File: config.mk
export PLATFORM = sky130hd
export DESIGN_NAME = inst_mem_fetch_flat
export DESIGN_NICKNAME = d
export VERILOG_FILES = /design/src/rtl/inst_mem_fetch_if.sv /design/src/rtl/inst_mem_fetch.sv /design/src/flat_wrapper.sv
export SDC_FILE = /design/constraint.sdc
export NUM_CORES = 2
export LEC_CHECK = 0
export ABC_AREA = 1
export CAP_MARGIN = 15
export CELL_PAD_IN_SITES_DETAIL_PLACEMENT = 0
export CELL_PAD_IN_SITES_GLOBAL_PLACEMENT = 1
export CORE_MARGIN = 2
export CORE_UTILIZATION = 39
export CTS_BUF_LIST = sky130_fd_sc_hd__clkbuf_16
export DETAILED_ROUTE_END_ITERATION = 16
export GPL_ROUTABILITY_DRIVEN = 0
export PLACE_DENSITY = 0.62
export REMOVE_ABC_BUFFERS = 1
export SKIP_CTS_REPAIR_TIMING = 1
export SLEW_MARGIN = 20
export SYNTH_ARGS = -nofsm -noshare
export SYNTH_HDL_FRONTEND = slang
export SYNTH_SLANG_ARGS = --single-unit
File: constraint.sdc
create_clock -name clk -period 3.45 [get_ports clk]
set_clock_uncertainty 0.05 [all_clocks]
set_input_delay 0.5175 -clock clk [delete_from_list [all_inputs] [get_ports clk]]
set_output_delay 0.5175 -clock clk [all_outputs]
set_load 0.1 [all_outputs]
File: src/rtl/inst_mem_fetch_if.sv
// inst_mem_fetch_if -- loader and fetch bus between the front end and the
// instruction memory.
//   master : loader + PC side (drives load_*, fetch_req/addr, flush, resp_ready)
//   slave  : instruction memory (drives load_err, run, fetch_ready, resp_*, fault)
// Loader port : load_en, load_addr, load_data, load_done, load_err
// Fetch port  : fetch_req, fetch_addr, fetch_ready, flush
// Response    : resp_valid, resp_ready, fetch_instr, fault
interface inst_mem_fetch_if #(
  parameter int ADDR_W = 32,
  parameter int DATA_W = 32
);
  logic              load_en;
  logic [ADDR_W-1:0] load_addr;
  logic [DATA_W-1:0] load_data;
  logic              load_done;
  logic              load_err;
  logic              run;
  logic              fetch_req;
  logic [ADDR_W-1:0] fetch_addr;
  logic              fetch_ready;
  logic              flush;
  logic              resp_valid;
  logic              resp_ready;
  logic [DATA_W-1:0] fetch_instr;
  logic [1:0]        fault;

  modport master (
    output load_en, load_addr, load_data, load_done,
    output fetch_req, fetch_addr, flush, resp_ready,
    input  load_err, run, fetch_ready, resp_valid, fetch_instr, fault
  );

  modport slave (
    input  load_en, load_addr, load_data, load_done,
    input  fetch_req, fetch_addr, flush, resp_ready,
    output load_err, run, fetch_ready, resp_valid, fetch_instr, fault
  );
endinterface

File: src/rtl/inst_mem_fetch.sv
// inst_mem_fetch -- synchronous byte-addressed instruction memory for the IFU.
// A LOAD/RUN FSM gates a word-wide loader (LOAD) against a valid/ready fetch
// port (RUN). Fetch responses carry a fault code: 0 ok, 1 misaligned,
// 2 out of range; faulted fetches return FAULT_INSTR and do not read memory.
// Ports:
//   clk   : clock
//   reset : asynchronous active-high reset (state -> LOAD, responses dropped,
//           memory contents kept)
//   bus   : inst_mem_fetch_if.slave (loader, fetch request, response)
// Build option:
//   INST_MEM_OUT_REG_EN -- adds an output register stage (fetch latency 2,
//   two-slot pipeline). Undefined: single stage, fetch latency 1.
module inst_mem_fetch #(
  parameter int              ADDR_W      = 32,
  parameter int              DATA_W      = 32,
  parameter int              DEPTH_WORDS = 64,
  parameter logic [DATA_W-1:0] FAULT_INSTR = '0
) (
  input logic            clk,
  input logic            reset,
  inst_mem_fetch_if.slave bus
);

  localparam int OFF   = $clog2(DATA_W / 8);
  localparam int IDX_W = (DEPTH_WORDS > 1) ? $clog2(DEPTH_WORDS) : 1;
  // Byte-offset bits inside a word; zero when DATA_W is a single byte.
  localparam logic [ADDR_W-1:0] LOW_MASK = ADDR_W'((64'd1 << OFF) - 64'd1);

  typedef enum logic {ST_LOAD, ST_RUN} state_t;

  state_t state_reg, state_next;
  logic   load_err_reg, load_err_next;

  logic [DATA_W-1:0] mem [DEPTH_WORDS];
  logic [DATA_W-1:0] rd_data_reg;

  logic [1:0]        load_fault, fetch_fault;
  logic [IDX_W-1:0]  load_idx, fetch_idx;
  logic              load_wr, accept, rd_en, run;

  // Misaligned wins over out-of-range.
  function automatic logic [1:0] decode_fault(input logic [ADDR_W-1:0] addr);
    logic [ADDR_W-1:0] widx;
    logic [1:0]        f;
    widx = addr >> OFF;
    f    = 2'd0;
    if ((addr & LOW_MASK) != '0)
      f = 2'd1;
    else if (widx >= ADDR_W'(DEPTH_WORDS))
      f = 2'd2;
    return f;
  endfunction

  function automatic logic [IDX_W-1:0] word_idx(input logic [ADDR_W-1:0] addr);
    logic [ADDR_W-1:0] widx;
    widx = addr >> OFF;
    return widx[IDX_W-1:0];
  endfunction

  assign load_fault  = decode_fault(bus.load_addr);
  assign fetch_fault = decode_fault(bus.fetch_addr);
  assign load_idx    = word_idx(bus.load_addr);
  assign fetch_idx   = word_idx(bus.fetch_addr);

  assign run     = (state_reg == ST_RUN);
  assign load_wr = (state_reg == ST_LOAD) & bus.load_en & (load_fault == 2'd0);
  assign accept  = bus.fetch_req & bus.fetch_ready;
  assign rd_en   = accept & (fetch_fault == 2'd0);

  // ---------------- mode FSM ----------------
  always_ff @(posedge clk or posedge reset) begin
    if (reset) begin
      state_reg    <= ST_LOAD;
      load_err_reg <= 1'b0;
    end else begin
      state_reg    <= state_next;
      load_err_reg <= load_err_next;
    end
  end

  always_comb begin
    state_next    = state_reg;
    load_err_next = load_err_reg;
    case (state_reg)
      ST_LOAD: begin
        if (bus.load_en && (load_fault != 2'd0))
          load_err_next = 1'b1;
        if (bus.load_done)
          state_next = ST_RUN;
      end
      ST_RUN: state_next = ST_RUN;
      default: state_next = ST_LOAD;
    endcase
  end

  // ---------------- storage (no reset so it maps onto block RAM) ----------------
  always_ff @(posedge clk) begin
    if (load_wr)
      mem[load_idx] <= bus.load_data;
  end

  // Read register only advances on a non-faulting accept, so it holds the
  // presented word for as long as the response stalls.
  always_ff @(posedge clk) begin
    if (rd_en)
      rd_data_reg <= mem[fetch_idx];
  end

`ifdef INST_MEM_OUT_REG_EN
  // Slot 1 holds the BRAM read, slot 2 is the output register.
  logic              s1_valid_reg, s2_valid_reg;
  logic [1:0]        s1_fault_reg, s2_fault_reg;
  logic [DATA_W-1:0] s2_instr_reg;
  logic              s2_take, s1_free;

  assign s2_take = ~s2_valid_reg | bus.resp_ready;
  assign s1_free = ~s1_valid_reg | s2_take;

  always_ff @(posedge clk or posedge reset) begin
    if (reset) begin
      s1_valid_reg <= 1'b0;
      s1_fault_reg <= 2'd0;
      s2_valid_reg <= 1'b0;
      s2_fault_reg <= 2'd0;
      s2_instr_reg <= '0;
    end else if (bus.flush) begin
      s1_valid_reg <= 1'b0;
      s2_valid_reg <= 1'b0;
    end else begin
      if (s2_take) begin
        s2_valid_reg <= s1_valid_reg;
        if (s1_valid_reg) begin
          s2_fault_reg <= s1_fault_reg;
          s2_instr_reg <= (s1_fault_reg != 2'd0) ? FAULT_INSTR : rd_data_reg;
        end
      end
      if (s1_free) begin
        s1_valid_reg <= accept;
        if (accept)
          s1_fault_reg <= fetch_fault;
      end
    end
  end

  assign bus.fetch_ready = run & ~bus.flush & s1_free;
  assign bus.resp_valid  = s2_valid_reg;
  assign bus.fault       = s2_valid_reg ? s2_fault_reg : 2'd0;
  assign bus.fetch_instr = s2_valid_reg ? s2_instr_reg : '0;
`else
  logic       resp_valid_reg;
  logic [1:0] fault_reg;

  always_ff @(posedge clk or posedge reset) begin
    if (reset) begin
      resp_valid_reg <= 1'b0;
      fault_reg      <= 2'd0;
    end else if (bus.flush) begin
      resp_valid_reg <= 1'b0;
    end else if (accept) begin
      resp_valid_reg <= 1'b1;
      fault_reg      <= fetch_fault;
    end else if (bus.resp_ready) begin
      resp_valid_reg <= 1'b0;
    end
  end

  assign bus.fetch_ready = run & ~bus.flush & (~resp_valid_reg | bus.resp_ready);
  assign bus.resp_valid  = resp_valid_reg;
  assign bus.fault       = resp_valid_reg ? fault_reg : 2'd0;
  // Idle output reads as zero so a stale word never leaks after reset/flush.
  assign bus.fetch_instr = !resp_valid_reg      ? '0 :
                           (fault_reg != 2'd0)  ? FAULT_INSTR : rd_data_reg;
`endif

  assign bus.run      = run;
  assign bus.load_err = load_err_reg;

endmodule
File: src/flat_wrapper.sv
// flat-port wrapper written by rule: the top's interface ports become plain ports
module inst_mem_fetch_flat 
#(
  parameter int              ADDR_W      = 32,
  parameter int              DATA_W      = 32,
  parameter int              DEPTH_WORDS = 64,
  parameter logic [DATA_W-1:0] FAULT_INSTR = '0
)
  (clk, reset, bus_load_en, bus_load_addr, bus_load_data, bus_load_done, bus_fetch_req, bus_fetch_addr, bus_flush, bus_resp_ready, bus_load_err, bus_run, bus_fetch_ready, bus_resp_valid, bus_fetch_instr, bus_fault);
  inst_mem_fetch_if #(.ADDR_W(ADDR_W), .DATA_W(DATA_W)) bus_i ();
  input logic clk;
  input logic reset;
  input wire logic [$bits(bus_i.load_en)-1:0] bus_load_en;
  input wire logic [$bits(bus_i.load_addr)-1:0] bus_load_addr;
  input wire logic [$bits(bus_i.load_data)-1:0] bus_load_data;
  input wire logic [$bits(bus_i.load_done)-1:0] bus_load_done;
  input wire logic [$bits(bus_i.fetch_req)-1:0] bus_fetch_req;
  input wire logic [$bits(bus_i.fetch_addr)-1:0] bus_fetch_addr;
  input wire logic [$bits(bus_i.flush)-1:0] bus_flush;
  input wire logic [$bits(bus_i.resp_ready)-1:0] bus_resp_ready;
  output wire logic [$bits(bus_i.load_err)-1:0] bus_load_err;
  output wire logic [$bits(bus_i.run)-1:0] bus_run;
  output wire logic [$bits(bus_i.fetch_ready)-1:0] bus_fetch_ready;
  output wire logic [$bits(bus_i.resp_valid)-1:0] bus_resp_valid;
  output wire logic [$bits(bus_i.fetch_instr)-1:0] bus_fetch_instr;
  output wire logic [$bits(bus_i.fault)-1:0] bus_fault;
  assign bus_i.load_en = bus_load_en;
  assign bus_i.load_addr = bus_load_addr;
  assign bus_i.load_data = bus_load_data;
  assign bus_i.load_done = bus_load_done;
  assign bus_i.fetch_req = bus_fetch_req;
  assign bus_i.fetch_addr = bus_fetch_addr;
  assign bus_i.flush = bus_flush;
  assign bus_i.resp_ready = bus_resp_ready;
  assign bus_load_err = bus_i.load_err;
  assign bus_run = bus_i.run;
  assign bus_fetch_ready = bus_i.fetch_ready;
  assign bus_resp_valid = bus_i.resp_valid;
  assign bus_fetch_instr = bus_i.fetch_instr;
  assign bus_fault = bus_i.fault;
  inst_mem_fetch #(.ADDR_W(ADDR_W), .DATA_W(DATA_W), .DEPTH_WORDS(DEPTH_WORDS), .FAULT_INSTR(FAULT_INSTR)) u_core (.clk(clk), .reset(reset), .bus(bus_i));
endmodule
---- Word level (Yosys, flattened, before mapping) ----
Memories as Yosys holds them, arrays and structs flattened. A register that Yosys moved wholly into a read port is not among the register bits.
Index checks and enable logic that the tools add are counted.
storage, ports and cells
  word-level logic and storage cells ...... 41
  flip-flop bits (word level) ............. 5
  memories ................................ 1
  output and inout bits ................... 38
  RAM bits ................................ 2048
  input bits .............................. 103
memories
  memory      words  bits a word  read ports  clocked after Yosys merged registers in  wr ports  line                  text
  u_core.mem  64     32           1           1                                        1         inst_mem_fetch.sv:34  logic [DATA_W-1:0] mem [DEPTH_WORDS];
operators by class
  reduce and logical (&&, ||, !) cells .... 10
  bitwise operators ....................... 10
  mux-type cells .......................... 14
  order comparisons ....................... 2
operators with widths
  kind                                                                 count
  two-way mux 32 bit                                                   2
  nonzero test 32 bit                                                  2
  greater-or-equal comparator 30 x 7 -> 1 bit (second input constant)  2
  two-way mux 2 bit                                                    5
  bitwise AND 1 bit                                                    6
  two-way mux 1 bit                                                    6
  zero test 2 bit                                                      2
  AND reduction 2 bit                                                  2
  nonzero test 2 bit                                                   2
  NOT 1 bit                                                            3
  nonzero test 3 bit                                                   1
  case mux 1 bit (2 select lines)                                      1
  logical AND 1 bit                                                    1
  OR 1 bit                                                             1

---- Depth between registers and ports, before layout ----
  depth after elaboration ................. 7
  mapped depth ............................ 13
  depth with buffers taken out ............ 9

---- Worst setup path after synthesis ----
No wires, ideal clock.
  path kind ............................... register to register
  from .................................... register u_core.state_reg, in the netlist u_core.bus.run
  to ...................................... register u_core.rd_data_reg[0] (read register of u_core.mem) (enable)
  clock period less this slack ............ 4.944 ns
  stages on the path, launching flop included .. 7
  path slack .............................. -1.494 ns
  data arrival time ....................... 4.473 ns
  data required time ...................... 2.979 ns
  cell sequence ........................... dfrtp_1 > o21ai_0 > nor2_1 > nand2_1 > nor3_1 > inv_1 > nor2_1
between the ends
  longest elaborated chain between the ends .. 4
RTL lines
  what                             line                   text
  start: declaration               inst_mem_fetch.sv:31   state_t state_reg, state_next;
  start signal: assignment         inst_mem_fetch.sv:76   state_reg <= state_next;
  bitwise AND 1 bit (2 in series)  inst_mem_fetch.sv:167  assign bus.fetch_ready = run & ~bus.flush & (~resp_valid_reg | bus.resp_ready);
  named net bus_fetch_ready        flat_wrapper.sv:23     output wire logic [$bits(bus_i.fetch_ready)-1:0] bus_fetch_ready;
  bitwise AND 1 bit                inst_mem_fetch.sv:67   assign accept = bus.fetch_req & bus.fetch_ready;
  bitwise AND 1 bit                inst_mem_fetch.sv:68   assign rd_en = accept & (fetch_fault == 2'd0);
  named net u_core.rd_en           inst_mem_fetch.sv:39   logic load_wr, accept, rd_en, run;
  end: declaration                 inst_mem_fetch.sv:35   logic [DATA_W-1:0] rd_data_reg;
The timed path passes the listed nets, and every way through them passes these cells.
A chain may end at the register's enable or synchronous reset.

---- Final worst setup path ----
  from .................................... register u_core.state_reg, in the netlist u_core.bus.run
  to ...................................... output bus_run
RTL lines
  what              line                text
  end: declaration  flat_wrapper.sv:22  output wire logic [$bits(bus_i.run)-1:0] bus_run;
No word-level cell between the ends.

==> impl_metrics.tcl <==
set metrics [dict create \
    crit_path_start_kind "flop" \
    grt_pass1_wl_um 382000 \
    crit_fanout 4 \
    setup_viol 0 \
    die-area_sq_um 218000 \
    ctsRootBufferMaster "clkbuf_16" \
    synthCells 6897 \
    dieHeight_um 467 \
    synth_area_sq_um 83700 \
    power.share.combinational_pct 6.8 \
    cp_cell_sequence "clkdlybuf4s50_1" \
    cts_tree "built" \
    drt-initial-drc-count 5936 \
    grtUsageTotal_pct 24.1 \
    setup_tns_ps 0 \
    ff2ff_path_depth 8 \
    p_sw_share_pct 23.4 \
    rsz0062_at_grt "no" \
    critPathKind "flop to output pin" \
    firstDrtPassIters 5 \
    synth_ff_type "edfxtp_1" \
    endpoint_kind "output pin" \
    ant_nets 0 \
    peakVddDrop_v 0.000555 \
    clk_path_buf_depth 3 \
    crit_cells 1 \
    io_pins 141 \
    synth-seq-cells 2085 \
    fin_crit_sh_pct 87.1 \
    cts.clk_slew.worst_paths_ps 60 \
    start_util_pct 39.1 \
    fill_cells 19400 \
    grt_overflow 0 \
    routedWlPerCell_um 26.3 \
    hold_viol_final 0 \
    power.total_mw 54.2 \
    grt_pass1_vias 52400 \
    final_cells 10100 \
    slowest_delay_ps 1170 \
    core-area_sq_um 214000 \
    fin_crit_ps 3010 \
    cts.sinks 2085 \
    routed_wl_um 266000 \
    relSlewSlack_pct 24.0 \
    power_frac_seq_pct 51.4 \
    yosys_warnings 0 \
    vias 54600 \
    power_density_nw_per_um2 556 \
    path_buf_inv 1 \
    hpwl_um 156000 \
    synth.most_common_cell "nand2_1" \
    cp_slowest_cell "clkdlybuf4s50_1" \
    ys_async_sr_fraction_pct 0.240 \
    hold-path-cell-count 1 \
    die_w_um 467 \
    synth_cell_type_count 24 \
    rows 170 \
    multi_input_comb_area_sq_um 19200 \
    final_max_slew_viol_count 0 \
    clock.fmax_ghz 0.333 \
    synth_top_cell_by_area "edfxtp_1" \
    hp-class "primary input to flop" \
    crit_family "buffers and inverters" \
    antenna_found_initial 14 \
    power_frac_clock_pct 41.8 \
    synth-seq-area-share_pct 74.8 \
    vias_per_cell 5.40 \
    drc 0 \
    switchingPower_mw 12.7 \
    drive_above_1_share_pct 10.0 \
    critPathArrivalTime_ps 2440 \
    numCtsBuffers 216 \
    ff_latch_area_sq_um 62600 \
    hold_ws_ps 37.5 \
    cap_violations 0 \
    p_int_mw 41.5 \
    cp_data_required_time_ps 2880 \
    htreeDepth 4 \
    port_buffers 140 \
    fin_util_pct 45.6 \
    grt_max_degree 104 \
    yosys-top-cells-area "edfxtp_1, nand3_1, nand2_1" \
    worst_slew_pin_slew_ps 1140 \
    finalNetCount 7190 \
    largest_reg_flops 2048 \
    place_inst 9705 \
    synth_edf_count 2080 \
    status "finished clean" \
    syn_to_final_growth_pct 16.6 \
    power_leakage_nw 34.4 \
    clock_latency_ps 870 \
    avgSynthCellArea_sq_um 12.1 \
    ys_top_cells_by_count "nand2_1, edfxtp_1, nand3_1, buf_2, nor2_1" \
    yosysTopAreaCellShare_pct 74.7 \
]
power by group through the flow:
stage	Clock, mW	Combinational (mW)	Sequential [mW]
2_1_floorplan	0	1.51	28.4
3_3_place_gp	0	3.69	28.4
3_5_place_dp	0	3.70	28.4
4_1_cts	23.1	3.71	27.9
5_1_grt	24.0	3.92	27.9
6_report	22.7	3.68	27.9
cells by family (layout without fill, tap and decap cells):
logic type | count (synthesis) | after routing | share of synthesized area [%]
AOI/OAI and AO/OA | 4 | 4 | 0.0299
buffers and inverters | 501 | 870 | 2.86
DFF | 2085 | 2085 | 74.8
other | 0 | 8 | 0
and+or+nand+nor | 4307 | 4307 | 22.3
through the flow:
stage                     instance area (sq um)  worst slack (ps)
final                                     97600               445
after global routing                      97600               369
after CTS                                 97600               375
after detailed placement                  90700               315
after global placement                    90700               307
after floorplan                           81500             -2700
cell type report:
| class | count | share of cell area [%] |
|---|---|---|
| multi-input combinational | 4311 | 19.6 |
| clock inverter | 179 | 1.41 |
| sequential | 2085 | 64.1 |
| timing repair buffer | 420 | 5.32 |
| tap | 2838 | 3.64 |
| antenna | 8 | 0.0205 |
| clock buffer | 218 | 5.59 |
| inverter | 53 | 0.242 |
final timing paths:
path / startpoint / to / slack [ps]
min: bus_load_data[31] / u_core.mem[42][31]$_DFFE_PP_ / 40
max: u_core.bus.run$_DFF_PP0_ / bus_run / 440
min reg2reg: u_core.bus.load_err$_DFFE_PP0P_ / u_core.bus.load_err$_DFFE_PP0P_ / 450
min in group asynchronous: reset / u_core.bus.resp_valid$_DFFE_PP0P_ / 380
max in group asynchronous: reset / u_core.fault_reg[0]$_DFFE_PP0P_ / 2790
max reg2reg: u_core.bus.resp_valid$_DFFE_PP0P_ / u_core.rd_data_reg[17]$_DFFE_PP_ / 1370
per-layer routing:
metal | share of wire (%) | global-route usage (%)
met5 | 0 | 0
met4 | 3.8 | 9.48
met3 | 5.6 | 2.53
met2 | 49 | 39.9
met1 | 42 | 32.8
worst register-to-register path, delay by kind of cell (launching register included):
family | cells | cell delay (ps)
compound gates | 1 | 70
flops | 1 | 430
simple gates | 4 | 680
buf+inv | 3 | 420
cells in the final DEF, fill, tap and decap left out, drive strengths merged:
| cell | instances |
|---|---|
| nor2 | 115 |
| buf | 352 |
| or2 | 3 |
| dlygate4sd3 | 2 |
| nand4 | 10 |
| nor3 | 3 |
| bufinv | 18 |
| clkbuf | 218 |
| o21ai | 1 |
| clkinvlp | 5 |
| clkdlybuf4s50 | 66 |
| a21oi | 1 |
| nand3 | 1908 |
| o21bai | 1 |
| dfrtp | 5 |
| o31ai | 1 |
| clkinv | 106 |
| nand2 | 2262 |
| edfxtp | 2080 |
| nor4 | 6 |
| inv | 103 |
| diode | 8 |
Note: power is estimated with default switching activity, not from simulation.
==> RTL change (same settings) <==
The option `INST_MEM_OUT_REG_EN` is turned on by a define.
--- a/src/rtl/inst_mem_fetch.sv
+++ b/src/rtl/inst_mem_fetch.sv
@@ -11,4 +11,6 @@
 //   INST_MEM_OUT_REG_EN -- adds an output register stage (fetch latency 2,
 //   two-slot pipeline). Undefined: single stage, fetch latency 1.
+`define INST_MEM_OUT_REG_EN
+
 module inst_mem_fetch #(
   parameter int              ADDR_W      = 32,
Check against the original RTL: not settled (the Yosys comparison gave no result); the edit may change what the design does.
==> RTL change against the unedited design <==
  * Worst setup slack worse by 0.028 ns
  * Count of clock-buffer cells in the layout is 11 higher
  * Non-clock buffer count is 67 higher
  * Final area is 5.4% higher
  * Sequential power is 2% higher
  * Sequential cell count is 35 higher
  * Routed wire length is 9.4% higher
  * Area after synthesis is 5.1% higher
  * Total power is 3.2% higher
  * Die area is 5.0% higher
  * Combinational power is 7.1% higher
  * Critical path type unchanged
  * Critical endpoint unchanged
  * Largest power group unchanged
  * Highest routed layer is now met5
==> RTL change: results (changes against the unedited design) <==
[layout]
fillCellCount = 20700  ; was 19400
drive_gt1_share_pct = 9.76  ; was 10.0%
nets = 8400  ; was 7190
largest_reg_flops = 2048  ; unchanged

[route]
drtIter0Drc = 6007  ; was 5936
drtPass1Iterations = 7  ; was 5
routedWlPerCell_um = 25.3  ; was 26.3 um
vias = 58700  ; was 54600

[timing]
tightest_slew_ns = 1.01  ; was 1.14 ns

[worst_setup_path]
critPathArrivalTime_ns = 2.47  ; was 2.44 ns
slowest_delay_ns = 1.16
critPathSlowestCell = clkdlybuf4s50_1  ; unchanged

[synthesis]
ys.flop_type = edfxtp_1  ; unchanged
yosys.area_share.adder_pct = 0  ; unchanged
synthTopCellsByCount = 2659 x nand2_1, 2080 x edfxtp_1, 913 x nor2_1, 744 x nand3_1, 579 x inv_1  ; was 2262 x nand2_1, 2080 x edfxtp_1, 1908 x nand3_1, 293 x buf_2, 114 x nor2_1
synthArstFlopShare_pct = 1.89  ; was 0.240%
synth_cell_types = 30  ; was 24
synth_edf_count = 2080  ; unchanged
synth-xor-area-share_pct = 0  ; unchanged
synth_compound_area_share_pct = 2.91  ; was 0.0299%
synth-seq-area-share_pct = 72.2  ; was 74.8%
synth.mux.area_fraction_pct = 0.0128  ; was 0%
synth_area_leaders = edfxtp_1 71%, nand2_1 11%, nand3_1 4.2%  ; was edfxtp_1 75%, nand3_1 11%, nand2_1 10%

[hold_path]
hold_class = input pin to register  ; unchanged

[cts]
cts-root-buf = clkbuf_16  ; unchanged
cts_made_buffers = 226  ; was 216
clock_latency_ns = 0.89  ; was 0.87 ns
clk_pin_slew_worst_paths_ns = 0.06  ; about the same

[global_routing]
grt_first_pass_wirelength_um = 413000  ; was 382000 um
grtUsageTotal_pct = 25.1  ; was 24.1%
grt_max_degree = 107  ; was 104
antenna_found_initial = 17  ; was 14
grt_pass1_vias = 56200  ; was 52400

[place]
placed_area_mm2 = 0.0956  ; was 0.0907 mm2
place_hpwl_um = 181000  ; was 156000 um

[power]
p_leak_nw = 39.8  ; was 34.4 nW
peakVddDrop_uv = 463  ; was 555 uV
switching_power_w = 0.0133  ; was 0.0127 W

[run_status]
status = finished clean  ; unchanged

-- RTL change: cell count changes after synthesis, sizes merged, moves of 11 or more --
cell and change:
a21oi +92, buf -70, clkbuf +51, dfrtp +35, inv +535, nand2 +398
nand3 -1164, nor2 +802, o21ai +405, or2 +11
-- RTL change: layout make-up --
class                   count  area, um2  area share, %
diodes                      9       22.5         0.0219
well taps                2992       3740           3.64
inverters                 597       2280           2.21
clock inverters           195       1470           1.43
multi-input cells        4865      20500           19.9
repair buffers            487       5680           5.52
clock buffers             229       5730           5.57
flip-flops and latches   2120      63500           61.7
-- RTL change: worst paths after layout --
path / startpoint / to / slack (ns) / cells after the start
worst max-delay path: u_core.bus.run$_DFF_PP0_ / bus_run / 0.42 / 1
worst min-delay path: bus_load_data[8] / u_core.mem[28][8]$_DFFE_PP_ / 0.07 / 1
worst max register to register: u_core.mem[52][28]$_DFFE_PP_ / u_core.rd_data_reg[28]$_DFFE_PP_ / 1.06 / 11
worst min register to register: u_core.bus.load_err$_DFFE_PP0P_ / u_core.bus.load_err$_DFFE_PP0P_ / 0.42 / 2
max in group asynchronous: reset / u_core.s2_instr_reg[15]$_DFFE_PP0P_ / 2.78 / 3
min in group asynchronous: reset / u_core.s2_instr_reg[16]$_DFFE_PP0P_ / 0.08 / 3
-- RTL change: logic make-up after synthesis --
group | after synthesis
AOI/OAI and AO/OA | 507
buffers and inverters | 1026
DFF | 2120
muxes | 1
and+or+nand+nor | 4357
-- RTL change: stage by stage --
stage          setup WS (ns)  cells  power, W  hold WS [ns]
2_1_floorplan          -2.29   7582    0.0304         0.403
3_3_place_gp           0.186  11100    0.0329         0.403
3_5_place_dp           0.205  11100    0.0329         0.414
4_1_cts                0.350  11500    0.0564       -0.0477
5_1_grt                0.332  11500    0.0576        0.0435
6_report               0.417  11500    0.0559        0.0693
-- RTL change: power by group through the flow --
| stage | logic (W) | registers, W | clock network, W |
|---|---|---|---|
| final | 0.00394 | 0.0284 | 0.0236 |
| after global routing | 0.00423 | 0.0283 | 0.0250 |
| after CTS | 0.00397 | 0.0284 | 0.0240 |
| after detailed placement | 0.00396 | 0.0289 | 0 |
| after global placement | 0.00396 | 0.0289 | 0 |
| after floorplan | 0.00148 | 0.0289 | 0 |
-- RTL change: routing by layer --
metal,routed length [um],global-route usage [%],up-vias
met1,126000,34.8,29100
met5,12,0,-
met3,17300,3.46,360
met2,138000,40.3,1845
met4,10700,9.06,2
li1,-,-,27300
